**src/rtl/alu_issue_ctrl.sv**
```systemverilog
// rtl/alu_issue_ctrl.sv - two-stage decode/issue and retire controller driving a combinational ALU
module alu_issue_ctrl (
  input  logic        clk,
  input  logic        rst_n,
  input  logic        in_valid,
  output logic        in_ready,
  input  logic [31:0] instr,
  input  logic [31:0] rs_val,
  input  logic [31:0] rt_val,
  input  logic        flush,
  output logic [31:0] alu_a,
  output logic [31:0] alu_b,
  output logic [1:0]  alu_mode,
  output logic [3:0]  alu_opcode,
  output logic [4:0]  alu_shamt,
  input  logic [31:0] alu_result,
  input  logic [1:0]  alu_overflow,
  input  logic        alu_zero,
  output logic        out_valid,
  input  logic        out_ready,
  output logic [31:0] out_result,
  output logic [4:0]  out_rd,
  output logic        out_we,
  output logic        out_zero,
  output logic        out_trap,
  output logic        out_illegal
);

  localparam logic [1:0] MODE_U = 2'b00;
  localparam logic [1:0] MODE_S = 2'b01;

  // ID/EX stage
  logic        s1_valid_q, s1_valid_d;
  logic [31:0] a_q, a_d, b_q, b_d;
  logic [1:0]  mode_q, mode_d;
  logic [3:0]  op_q, op_d;
  logic [4:0]  shamt_q, shamt_d, rd_q, rd_d;
  logic        we_q, we_d, ill_q, ill_d;

  // EX/WB stage
  logic        out_valid_q, out_valid_d;
  logic [31:0] res_q, res_d;
  logic [4:0]  wrd_q, wrd_d;
  logic        wwe_q, wwe_d, zero_q, zero_d, trap_q, trap_d, will_q, will_d;

  // decode results
  logic [31:0] dec_a, dec_b, imm_s, imm_z;
  logic [1:0]  dec_mode;
  logic [3:0]  dec_op;
  logic [4:0]  dec_shamt, dec_rd;
  logic        dec_we, dec_ill;

  logic s2_adv, s1_adv, accept, trap_now;
  logic unused_ok;

  // only bit 0 of the overflow bus carries meaning; rs index is not needed
  assign unused_ok = ^{alu_overflow[1], instr[25:21]};

  assign s2_adv   = !out_valid_q || out_ready;
  assign s1_adv   = s1_valid_q && s2_adv;
  assign in_ready = !s1_valid_q || s1_adv;
  assign accept   = in_valid && in_ready && !flush;
  assign imm_s    = {{16{instr[15]}}, instr[15:0]};
  assign imm_z    = {16'h0000, instr[15:0]};
  assign trap_now = alu_overflow[0] && (mode_q == MODE_S) && (op_q == 4'b0000 || op_q == 4'b0001);

  // instruction decode into ALU controls, operands and writeback qualifiers
  always_comb begin
    dec_a     = rs_val;
    dec_b     = rt_val;
    dec_mode  = MODE_U;
    dec_op    = 4'b0000;
    dec_shamt = 5'd0;
    dec_rd    = instr[20:16];
    dec_we    = 1'b1;
    dec_ill   = 1'b0;
    case (instr[31:26])
      6'b000000: begin
        dec_rd = instr[15:11];
        case (instr[5:0])
          6'b100000: begin dec_op = 4'b0000; dec_mode = MODE_S; end
          6'b100001: dec_op = 4'b0000;
          6'b100010: begin dec_op = 4'b0001; dec_mode = MODE_S; end
          6'b100011: dec_op = 4'b0001;
          6'b100100: dec_op = 4'b0010;
          6'b100101: dec_op = 4'b0011;
          6'b000000: begin dec_op = 4'b0100; dec_shamt = instr[10:6]; end
          6'b000010: begin dec_op = 4'b0101; dec_shamt = instr[10:6]; end
          6'b000011: begin dec_op = 4'b0110; dec_shamt = instr[10:6]; end
          6'b101010: begin dec_op = 4'b1000; dec_mode = MODE_S; end
          6'b101011: dec_op = 4'b1000;
          default:   dec_ill = 1'b1;
        endcase
      end
      6'b001000: begin dec_op = 4'b0000; dec_mode = MODE_S; dec_b = imm_s; end
      6'b001001: begin dec_op = 4'b0000; dec_b = imm_s; end
      6'b001100: begin dec_op = 4'b0010; dec_b = imm_z; end
      6'b001101: begin dec_op = 4'b0011; dec_b = imm_z; end
      6'b001010: begin dec_op = 4'b1000; dec_mode = MODE_S; dec_b = imm_s; end
      6'b001011: begin dec_op = 4'b1000; dec_b = imm_s; end
      6'b000100: begin dec_op = 4'b0001; dec_rd = 5'd0; dec_we = 1'b0; end
      default:   dec_ill = 1'b1;
    endcase
    if (dec_ill) begin
      dec_a     = 32'd0;
      dec_b     = 32'd0;
      dec_mode  = MODE_U;
      dec_op    = 4'b0000;
      dec_shamt = 5'd0;
      dec_rd    = 5'd0;
      dec_we    = 1'b0;
    end
    if (dec_rd == 5'd0) dec_we = 1'b0;
  end

  // ID/EX next state: flush kills, otherwise load on accept or drain on advance
  always_comb begin
    s1_valid_d = s1_valid_q;
    a_d        = a_q;
    b_d        = b_q;
    mode_d     = mode_q;
    op_d       = op_q;
    shamt_d    = shamt_q;
    rd_d       = rd_q;
    we_d       = we_q;
    ill_d      = ill_q;
    if (flush) begin
      s1_valid_d = 1'b0;
    end else if (accept) begin
      s1_valid_d = 1'b1;
      a_d        = dec_a;
      b_d        = dec_b;
      mode_d     = dec_mode;
      op_d       = dec_op;
      shamt_d    = dec_shamt;
      rd_d       = dec_rd;
      we_d       = dec_we;
      ill_d      = dec_ill;
    end else if (s1_adv) begin
      s1_valid_d = 1'b0;
    end
  end

  // EX/WB next state: capture ALU outputs when s1 advances and was not flushed
  always_comb begin
    out_valid_d = out_valid_q;
    res_d       = res_q;
    wrd_d       = wrd_q;
    wwe_d       = wwe_q;
    zero_d      = zero_q;
    trap_d      = trap_q;
    will_d      = will_q;
    if (s2_adv) begin
      out_valid_d = s1_valid_q && !flush;
      if (s1_valid_q && !flush) begin
        res_d  = alu_result;
        wrd_d  = rd_q;
        zero_d = alu_zero;
        trap_d = trap_now;
        wwe_d  = we_q && !trap_now;
        will_d = ill_q;
      end
    end
  end

  // pipeline registers, asynchronously cleared
  always_ff @(posedge clk or negedge rst_n) begin
    if (!rst_n) begin
      s1_valid_q  <= 1'b0;
      a_q         <= '0;
      b_q         <= '0;
      mode_q      <= '0;
      op_q        <= '0;
      shamt_q     <= '0;
      rd_q        <= '0;
      we_q        <= 1'b0;
      ill_q       <= 1'b0;
      out_valid_q <= 1'b0;
      res_q       <= '0;
      wrd_q       <= '0;
      wwe_q       <= 1'b0;
      zero_q      <= 1'b0;
      trap_q      <= 1'b0;
      will_q      <= 1'b0;
    end else begin
      s1_valid_q  <= s1_valid_d;
      a_q         <= a_d;
      b_q         <= b_d;
      mode_q      <= mode_d;
      op_q        <= op_d;
      shamt_q     <= shamt_d;
      rd_q        <= rd_d;
      we_q        <= we_d;
      ill_q       <= ill_d;
      out_valid_q <= out_valid_d;
      res_q       <= res_d;
      wrd_q       <= wrd_d;
      wwe_q       <= wwe_d;
      zero_q      <= zero_d;
      trap_q      <= trap_d;
      will_q      <= will_d;
    end
  end

  assign alu_a       = a_q;
  assign alu_b       = b_q;
  assign alu_mode    = mode_q;
  assign alu_opcode  = op_q;
  assign alu_shamt   = shamt_q;
  assign out_valid   = out_valid_q;
  assign out_result  = res_q;
  assign out_rd      = wrd_q;
  assign out_we      = wwe_q;
  assign out_zero    = zero_q;
  assign out_trap    = trap_q;
  assign out_illegal = will_q;

endmodule

```
**config.mk**
```make
export PLATFORM = sky130hd
export DESIGN_NAME = alu_issue_ctrl
export DESIGN_NICKNAME = d
export VERILOG_FILES = /design/src/rtl/alu_issue_ctrl.sv
export SDC_FILE = /design/constraint.sdc
export NUM_CORES = 1
export LEC_CHECK = 0
export BUFFER_PORTS_ARGS = -buffer_cell sky130_fd_sc_hd__buf_2
export CORE_MARGIN = 1
export CORE_UTILIZATION = 37
export CTS_BUF_LIST = sky130_fd_sc_hd__clkbuf_16
export CTS_CLUSTER_SIZE = 8
export DETAILED_ROUTE_END_ITERATION = 10
export GPL_ROUTABILITY_DRIVEN = 1
export PLACE_DENSITY = 0.73
export SLEW_MARGIN = 20
export SYNTH_ARGS = -nofsm -noshare
export SYNTH_HDL_FRONTEND = slang
export SYNTH_SLANG_ARGS = --single-unit
export TNS_END_PERCENT = 30
```
**constraint.sdc**
```tcl
create_clock -name clk -period 1.51 [get_ports clk]
set_input_delay 0.2265 -clock clk [delete_from_list [all_inputs] [get_ports clk]]
set_output_delay 0.2265 -clock clk [all_outputs]
set_load 0.05 [all_outputs]
```
==> metrics, run 1 <==
status complete, but fails checks; failing checks setup timing; cell area after synthesis 5120 sq um; # nets final 841; first-pass GRT wire length 22.6 mm; CTS H-Tree Depth 4; Psw 3190 uW; minimum clock period 1.55 ns; Tot Pwr 10100 uW; Max Slew Vio Count 0; post-DR wirelength/cell 16.8 um; Die Width 120 um; Max VDD drop 583 uV; fraction of layout cells with a size suffix above 1 56.5%; total iterations of the first detailed-routing run 4; internal power 6870 uW; placed insts 850; Initial Util 38.4%; Mapped Cells 418; Max-Cap Viols 0; die area 14300 sq um; overall routing resource usage 20.6%; root buffer cell clkbuf_16; WS Path Type register to register; die height 120 um; Clk network pwr share 38.7%; RSZ-0062 raised after global routing yes; DP Wirelength 10.4 mm; number of flops mapped to enable cells by yosys 0; Post-synth ARST share 100%; global route overflow 0; largest cells by area after synthesis dfrtp_1 61%, mux2_2 8.8%, a22o_1 6.7%, nand2_1 3.3%, mux2i_1 2.5%; Skew-Pair Late Insertion Delay 0.42 ns; Final Skew 0.00963 ns; largest net degree at the start of global routing 85; fraction of the yosys area taken by sequential cells 60.6%; # rows 42; top cell type's share of synthesized area 60.6%; leakage 0.00411 uW; Hold Fails Final Rpt 0; Achievable Freq 0.647 GHz; vias in the first global route 4629; final std cells w/o fill 893; FF+latch count, synth 124; Synth warnings 0; Core ar. 13300 sq um; Num CTS Buffers 17; Clock Tree Buf Depth 2; sequential share of power 37.7%; cell taking the most area after synthesis dfrtp_1; syn avg cell area 12.3 sq um; port bufs 246; TritonCTS clock tree built; final core occ 58.0%; fill count 1146; Worst Path Arrival 1.89 ns; # IOs 254; ANT cells 0; syn_nets 554; Layout Area Growth over Synthesis 51.1%; Sw Share 31.7%; DRT iter0 DRCs 161; synth unique cells 48; CP Launch Type register; Vias 4502; actual slew at the worst max-slew pin 0.510 ns; DRC violations left 0; Final period util 102%; antenna violations before repair 0; post-route ant nets 0; Synth Flop Type dfrtp_1; HP Class input port to register; final setup fails 34; worst endpoint required time 1.85 ns; clock sink count 124; Slew headroom 66.0%; Via-to-Cell Ratio 5.04; clock slew at reported path FFs 0.05 ns; Setup Total Neg Slack -0.509 ns; Power per Cell Area 1300 nW/um^2; maximum net fanout on the critical path 8; WL final 15.0 mm; Worst Hold Slack 0.0238 ns; Setup WS post-layout -0.0360 ns; power share of the combinational group 23.5%; gpl congestion 0.781; endpoint type of the worst setup path register
==> worst paths after layout <==
kind	start	to	slack [ns]	cells after the start
max in group asynchronous	rst_n	alu_shamt[1]	0.70	3
min in group asynchronous	rst_n	out_result[31]	0.39	3
hold / removal	rs_val[3]	alu_a[3]	0.02	2
hold reg to reg	alu_b[26]	alu_b[26]	0.47	2
setup / recovery	out_valid	alu_b[23]	-0.04	8
setup reg to reg	out_valid	alu_b[23]	-0.04	8
==> through the flow <==
stage	setup WS [ns]	cell area [sq um]
floorplan	-0.660	5130
global placement	-0.123	6790
detailed placement	-0.148	6790
CTS	-0.0726	7510
global route	-0.138	7740
finish	-0.0360	7740
==> flip-flops by register name (all words and copies together) (netlist names) <==
name,count
alu_a,32
alu_b,32
alu_mode,1
alu_opcode,4
alu_shamt,5
ill_q,1
out_illegal,1
out_rd,5
out_result,32
out_trap,1
out_valid,1
out_we,1
out_zero,1
rd_q,5
s1_valid_q,1
we_q,1
==> cell families after synthesis <==
kind of cell | Yosys count | share of synthesized area [%]
flip-flops | 124 | 60.6
AND/OR/NAND/NOR | 74 | 6.65
buffers and inverters | 38 | 3.98
XOR/XNOR | 1 | 0.171
other | 1 | 0.0732
AO/OA/AOI/OAI | 127 | 17.2
multiplexers | 53 | 11.3
==> what timing repair did <==
action,CTS,global route
cloned,3,4
gates resized for setup,27,44
pin swaps,6,31
hold buffers,1,0
buffers inserted,4,1
endpoints found under the setup margin,64,120
endpoints found under the hold margin,124,0
==> layout make-up <==
class                           count  area [sq um]  share of cell area (%)
Inverter                           10          37.5                   0.485
Clock inverter                     14           138                    1.78
Tap cell                          176           220                    2.85
Multi-Input combinational cell    256          1980                    25.6
Clock buffer                       17           425                    5.50
Timing Repair Buffer              296          1840                    23.7
Sequential cell                   124          3100                    40.1
==> placed cells by master, fill, tap and decap left out, types with 4 or more instances in the layout <==
master     instances
buf_2            244
dfrtp_1          123
nand2_1           45
mux2_2            39
a22o_1            39
buf_4             32
o21ai_2           26
a21oi_1           21
clkbuf_16         20
mux2i_1           13
inv_1             12
o21ai_1           11
nor2_1            10
buf_12             7
buf_6              6
clkinv_1           5
a22oi_1            4
==> power by group through the flow <==
stage               clock network [uW]  logic, uW  registers, uW
floorplan                            0        448           4940
global placement                     0       2260           3830
detailed placement                   0       2290           3850
CTS                               3950       2330           3800
global route                      4130       2490           3830
finish                            3900       2370           3800
==> metal layers <==
layer | vias to the layer above | share of wire (%) | global-route usage (%)
li1 | 2088 | - | -
met1 | 2188 | 41 | 24.4
met2 | 204 | 51 | 34.9
met3 | 22 | 7.0 | 6.99
met4 | 0 | 1.4 | 6.88
met5 | - | 0 | 0
==> synthesized netlist by cell type (all sizes together), types with 4 or more instances <==
cell      n
mux2i    13
nor2     11
a22o     39
dfrtp   124
buf      17
nand2    46
inv      10
a21oi    24
a22oi     4
o21ai    42
mux2     40
clkbuf   11
==> critical path, cell delays in order, from the launching register on <==
cell,delay [ns]
dfrtp_2,0.41
nand3b_1,0.14
nand3b_1,0.13
buf_6,0.15
nor2_4,0.10
buf_6,0.12
o21ai_4,0.10
clkbuf_16,0.20
o21ai_4,0.12
Power figures use the tool's default switching activity.
==> run 2, diff against run 1 <==
PLACE_DENSITY = 0.76   (was 0.73)
==> run 2 against run 1 <==
Against the previous run:
- the flow still finishes with violations (setup timing)
- flip-flop and latch count did not move
- global-route usage fell by 0.52 points
- worst setup slack improved by 0.0036 ns
- clock power rose by 5.6%
- critical path type unchanged
- critical endpoint is now alu_a[29]
- largest power group unchanged
==> metrics, run 2 (synthesized netlist as in run 1, its figures left out) <==
status complete, but fails checks; failing checks setup timing; post-DR wirelength/cell 16.2 um (-3.6%); post-route ant nets 0 (unchanged); maximum net fanout on the critical path 18 (+10); Via-to-Cell Ratio 5.02 (-0.35%); Die Width 120 um (unchanged); clock slew at reported path FFs 0.05 ns (about the same); Num CTS Buffers 17 (unchanged); Setup WS post-layout -0.0324 ns (+0.00357 ns); Clock Tree Buf Depth 2 (unchanged); antenna violations before repair 0 (unchanged); DP Wirelength 10.6 mm (+2.5%); Reg area 3100 sq um (unchanged); Multi-input gate area 1930 sq um (-2.7%); most common cell after layout, fill and taps aside buf_2; final setup fails 45 (+32%); gpl congestion 0.932 (+19%); die area 14300 sq um (unchanged); critical-path cell list nand3b_1 > nand3b_1 > nor2_2 > o21a_2 > buf_12 > a22o_1; fin area 7660 sq um (-1.0%); first-pass GRT wire length 22.0 mm (-2.9%); Top delay family on crit path simple AND/OR/NAND/NOR gates; root buffer cell clkbuf_16; commonest cells after routing, fill and taps aside 244 x buf_2, 123 x dfrtp_1, 45 x nand2_1; minimum clock period 1.54 ns (-0.00357 ns); fraction of layout cells with a size suffix above 1 55.9% (-0.60 points); leakage 0.00408 uW (-0.64%); Initial Util 38.4% (unchanged); CP Launch Type register; HP Class input port to register; RSZ-0062 raised after global routing yes; Achievable Freq 0.648 GHz (+0.23%); Core ar. 13300 sq um (unchanged); Max Slew Vio Count 0 (unchanged); Setup Total Neg Slack -0.533 ns (-0.0242 ns); total iterations of the first detailed-routing run 5 (+1); Worst Hold Slack 0.0328 ns (+0.00894 ns); DRC violations left 0 (unchanged); fill count 1139 (-0.61%); largest net degree at the start of global routing 44 (-48%); CP dominant cell by count nand3b_1; # nets final 837 (-0.48%); largest stage delay on the critical path 0.40 ns (about the same); # IOs 254 (unchanged); clock sink count 124 (unchanged); WS Path Type register to register; Layout Area Growth over Synthesis 49.6%; port bufs 246 (unchanged); Area after DPL 6820 sq um (+0.37%); Final Skew 0.00457 ns (-0.00506 ns); Hold Fails Final Rpt 0 (unchanged); ANT cells 0 (unchanged); overall routing resource usage 20.1% (-0.52 points); TritonCTS clock tree built; Bufs and invs on worst path 1 (-2); worst endpoint required time 1.85 ns (about the same); Max VDD drop 735 uV (+26%); CTS H-Tree Depth 4 (unchanged); Final period util 102% (-0.24 points); Worst Path Arrival 1.88 ns (about the same); DRT iter0 DRCs 148 (-8.1%); Max-Cap Viols 0 (unchanged); vias in the first global route 4463 (-3.6%); slowest CP cell dfrtp_2; Skew-Pair Late Insertion Delay 0.41 ns (about the same); R2R Setup Slk -0.03 ns (about the same); # rows 42 (unchanged); Power per Cell Area 1340 nW/um^2 (+3.1%); endpoint type of the worst setup path register; Vias 4471 (-0.69%); global route overflow 0 (unchanged); die height 120 um (unchanged); WL final 14.4 mm (-3.9%)
run 2: timing repair:
action | CTS | global route
pin swaps | 3 | 8
resized for setup | 26 | 28
endpoints found under the setup margin | 74 | 112
hold buffers | 1 | 0
hold endpoints to repair | 20 | 0
buffers inserted | 2 | 1
cloned | 1 | 3
run 2: area by class of cell:
type                       count  area share, %
sequential                   124           40.5
tap                          176           2.87
multi-input combinational    256           25.1
clock buffer                  17           5.55
inverter                      10          0.490
timing repair buffer         292           23.1
clock inverter                15           2.35
run 2: worst paths after layout:
path | startpoint | to | depth (start not counted)
max | out_valid | alu_a[29] | 6
min | rs_val[25] | alu_a[25] | 2
max reg2reg | out_valid | alu_a[29] | 6
min reg2reg | rd_q[1] | rd_q[1] | 2
max in group asynchronous | rst_n | out_rd[3] | 3
min in group asynchronous | rst_n | alu_a[13] | 2
run 2: power by group:
group          switching [uW]  internal, uW
sequential                151          3640
combinational            1650           697
clock                    1400          2720
total                    3200          7060
run 2: layer usage:
layer | routed length (um) | track usage [%] | up-vias
met5 | 0 | 0 | -
met4 | 405 | 9.69 | 0
met3 | 909 | 5.99 | 32
met2 | 7390 | 34.5 | 183
met1 | 5670 | 22.8 | 2173
li1 | - | - | 2083
run 2: stage by stage:
stage          util [%]  setup WS, ns  power (uW)  instances
2_1_floorplan         -        -0.660        5390        418
3_3_place_gp       51.1       -0.0812        6100        850
3_5_place_dp       51.1        -0.152        6170        850
4_1_cts            56.0       -0.0717       10300        886
5_1_grt            57.4        -0.101       10700        890
6_report           57.4       -0.0324       10300        890
run 2: worst reg2reg max path, cell delays in order (launching register included):
cell	delay [ns]
dfrtp_2	0.40
nand3b_1	0.13
nand3b_1	0.20
nor2_2	0.17
o21a_2	0.24
buf_12	0.17
a22o_1	0.16
==> run 3, diff against run 2 <==
CORE_MARGIN = 4   (was 1)
==> run 3 against run 2 <==
Against the previous run:
- the flow still finishes with violations (setup timing)
- total power fell by 2.9%
- critical endpoint is now out_result[23]
- clock power fell by 9.7%
- clock skew rose by 0.0014 ns
- design area rose by 0.96%
- largest power group is now registers
- critical path depth did not move
- flip-flop and latch count did not move
- hold slack got worse by 0.0033 ns
- via count barely moved
- worst setup slack got worse by 0.045 ns
==> metrics, run 3 (synthesized netlist as in run 1, its figures left out) <==
status complete, but fails checks; failing checks setup timing; Core ar. 13400 sq um (+0.39%); Skew-Pair Late Insertion Delay 0.41 ns (about the same); # IOs 254 (unchanged); Max VDD drop 575 uV (-22%); maximum net fanout on the critical path 16 (-2); sequential share of power 38.2% (+1.2 points); total iterations of the first detailed-routing run 4 (-1); Num CTS Buffers 17 (unchanged); final core occ 57.7% (+0.33 points); worst endpoint required time 1.80 ns (-0.05 ns); Final period util 105% (+3.0 points); ANT cells 0 (unchanged); RR Startpoint out_valid; Layout Area Growth over Synthesis 51.0%; post-DR wirelength/cell 17.0 um (+5.1%); Hold Fails Final Rpt 0 (unchanged); Power per Cell Area 1290 nW/um^2 (-3.8%); Achievable Freq 0.630 GHz (-2.8%); TritonCTS clock tree built; gpl congestion 0.801 (-14%); Vias 4467 (-0.089%); DP Wirelength 11.0 mm (+3.1%); most common cell after layout, fill and taps aside buf_2; # rows 42 (unchanged); largest net degree at the start of global routing 65 (+48%); final setup fails 49 (+8.9%); die area 15800 sq um (+10%); Psw 3200 uW (about the same); root buffer cell clkbuf_16; internal power 6770 uW (-4.2%); first-pass GRT wire length 23.5 mm (+7.2%); port bufs 246 (unchanged); clock slew at reported path FFs 0.05 ns (about the same); power share of the combinational group 24.4% (+1.5 points); R2R Path End out_result[23]; R2R Setup Slk -0.08 ns (-0.05 ns); post-route ant nets 0 (unchanged); endpoint type of the worst setup path register; DRC violations left 0 (unchanged); commonest cells after routing, fill and taps aside 244 x buf_2, 123 x dfrtp_1, 45 x nand2_1; Initial Util 38.2% (-0.15 points); Die Width 126 um (+5.0%); RSZ-0062 raised after global routing yes; antenna violations before repair 1 (+1); Setup WS pre-CTS -0.183 ns (-0.0305 ns); WL final 15.2 mm (+5.9%); Setup WS post-layout -0.0774 ns (-0.0450 ns); fill count 1125 (-1.2%); CTS H-Tree Depth 4 (unchanged); vias in the first global route 4690 (+5.1%); CP startpoint out_valid; HP Class input port to register; Worst Path Arrival 1.87 ns (about the same); die height 126 um (+5.0%); overall routing resource usage 18.5% (-1.6 points); CP Launch Type register; Clock Tree Buf Depth 2 (unchanged); Tot Pwr 9970 uW (-2.9%); clock sink count 124 (unchanged); Max Slew Vio Count 0 (unchanged); Worst R2R Path Depth 6 (unchanged); Sw Share 32.1% (+0.91 points); Via-to-Cell Ratio 4.98 (-0.87%); # nets final 844 (+0.84%); WS Path Type register to register; Clk network pwr share 37.4% (-2.8 points); global route overflow 0 (unchanged); Max-Cap Viols 0 (unchanged); fraction of layout cells with a size suffix above 1 53.8% (-2.1 points); Worst Setup EP out_result[23]; DRT iter0 DRCs 191 (+29%); leakage 0.00414 uW (+1.5%); Reg area 3100 sq um (unchanged); Multi-input gate area 1970 sq um (+2.4%); Final Skew 0.00600 ns (+0.00142 ns); minimum clock period 1.59 ns (+0.0450 ns)
==> run 3: cell count changes in the layout (fill, tap and decap cells not counted), sizes merged <==
cell,change
clkbuf,+3
clkinv,+1
inv,+2
clkinvlp,-1
bufinv,-2
buf,+4
==> run 3: worst min path at each step <==
stage	from	cells past startpoint	to	slack (ns)
5_1_grt	rs_val[9]	2	alu_a[9]	0.01
3_5_place_dp	rst_n	1	out_zero	0.05
2_1_floorplan	rst_n	0	alu_a[0]	-0.07
3_3_place_gp	rst_n	1	out_result[15]	0.05
6_report	rs_val[8]	2	alu_a[8]	0.03
4_1_cts	rs_val[6]	2	alu_a[6]	0.01
==> run 3: critical path, cell delays in order, from the launching register on <==
cell and delay [ns]:
dfrtp_2 0.40, buf_4 0.14, nand2b_4 0.06, nor3b_4 0.19, buf_4 0.15, clkbuf_16 0.17, mux2_2 0.35
==> run 3: cell type report <==
class / instances / area share (%)
clock inverters: 15 / 1.49
clock buffers: 17 / 5.50
flip-flops and latches: 124 / 40.1
inverters: 10 / 0.485
multi-input cells: 256 / 25.5
well taps: 176 / 2.85
repair buffers: 299 / 24.0
==> run 3: repair_timing <==
action	4_1_cts	5_1_grt
hold buffers	1	0
resized for setup	24	46
pin swaps	3	12
endpoints found under the setup margin	89	122
buffers inserted	3	3
cloned	1	5
endpoints found under the hold margin	124	0
==> run 3: stage by stage <==
step | setup TNS [ns] | hold WS (ns) | instance area [sq um] | cells
3_5_place_dp | -4.82 | 0.0486 | 6790 | 852
2_1_floorplan | -53.00 | -0.0691 | 5130 | 418
5_1_grt | -12.39 | 0.0131 | 7730 | 897
6_report | -1.75 | 0.0295 | 7730 | 897
3_3_place_gp | -1.89 | 0.0502 | 6790 | 852
4_1_cts | -4.95 | 0.0119 | 7410 | 889
==> run 3: power groups by stage <==
stage / logic (uW) / registers (uW) / clock network, uW
floorplan: 448 / 4940 / 0
global route: 2560 / 3850 / 3980
global placement: 2270 / 3830 / 0
CTS: 2330 / 3800 / 3800
finish: 2440 / 3810 / 3720
detailed placement: 2310 / 3860 / 0
==> run 3: layer usage <==
layer  share of wire, %  routed length (um)  GRT usage, %  vias up
met1                 40                6080          21.2     2169
met3                7.4                1130          6.77       28
met4                2.1                 319          6.82        2
met2                 50                7690          31.7      178
met5              0.046                   7             0        -
li1                   -                   -             -     2090
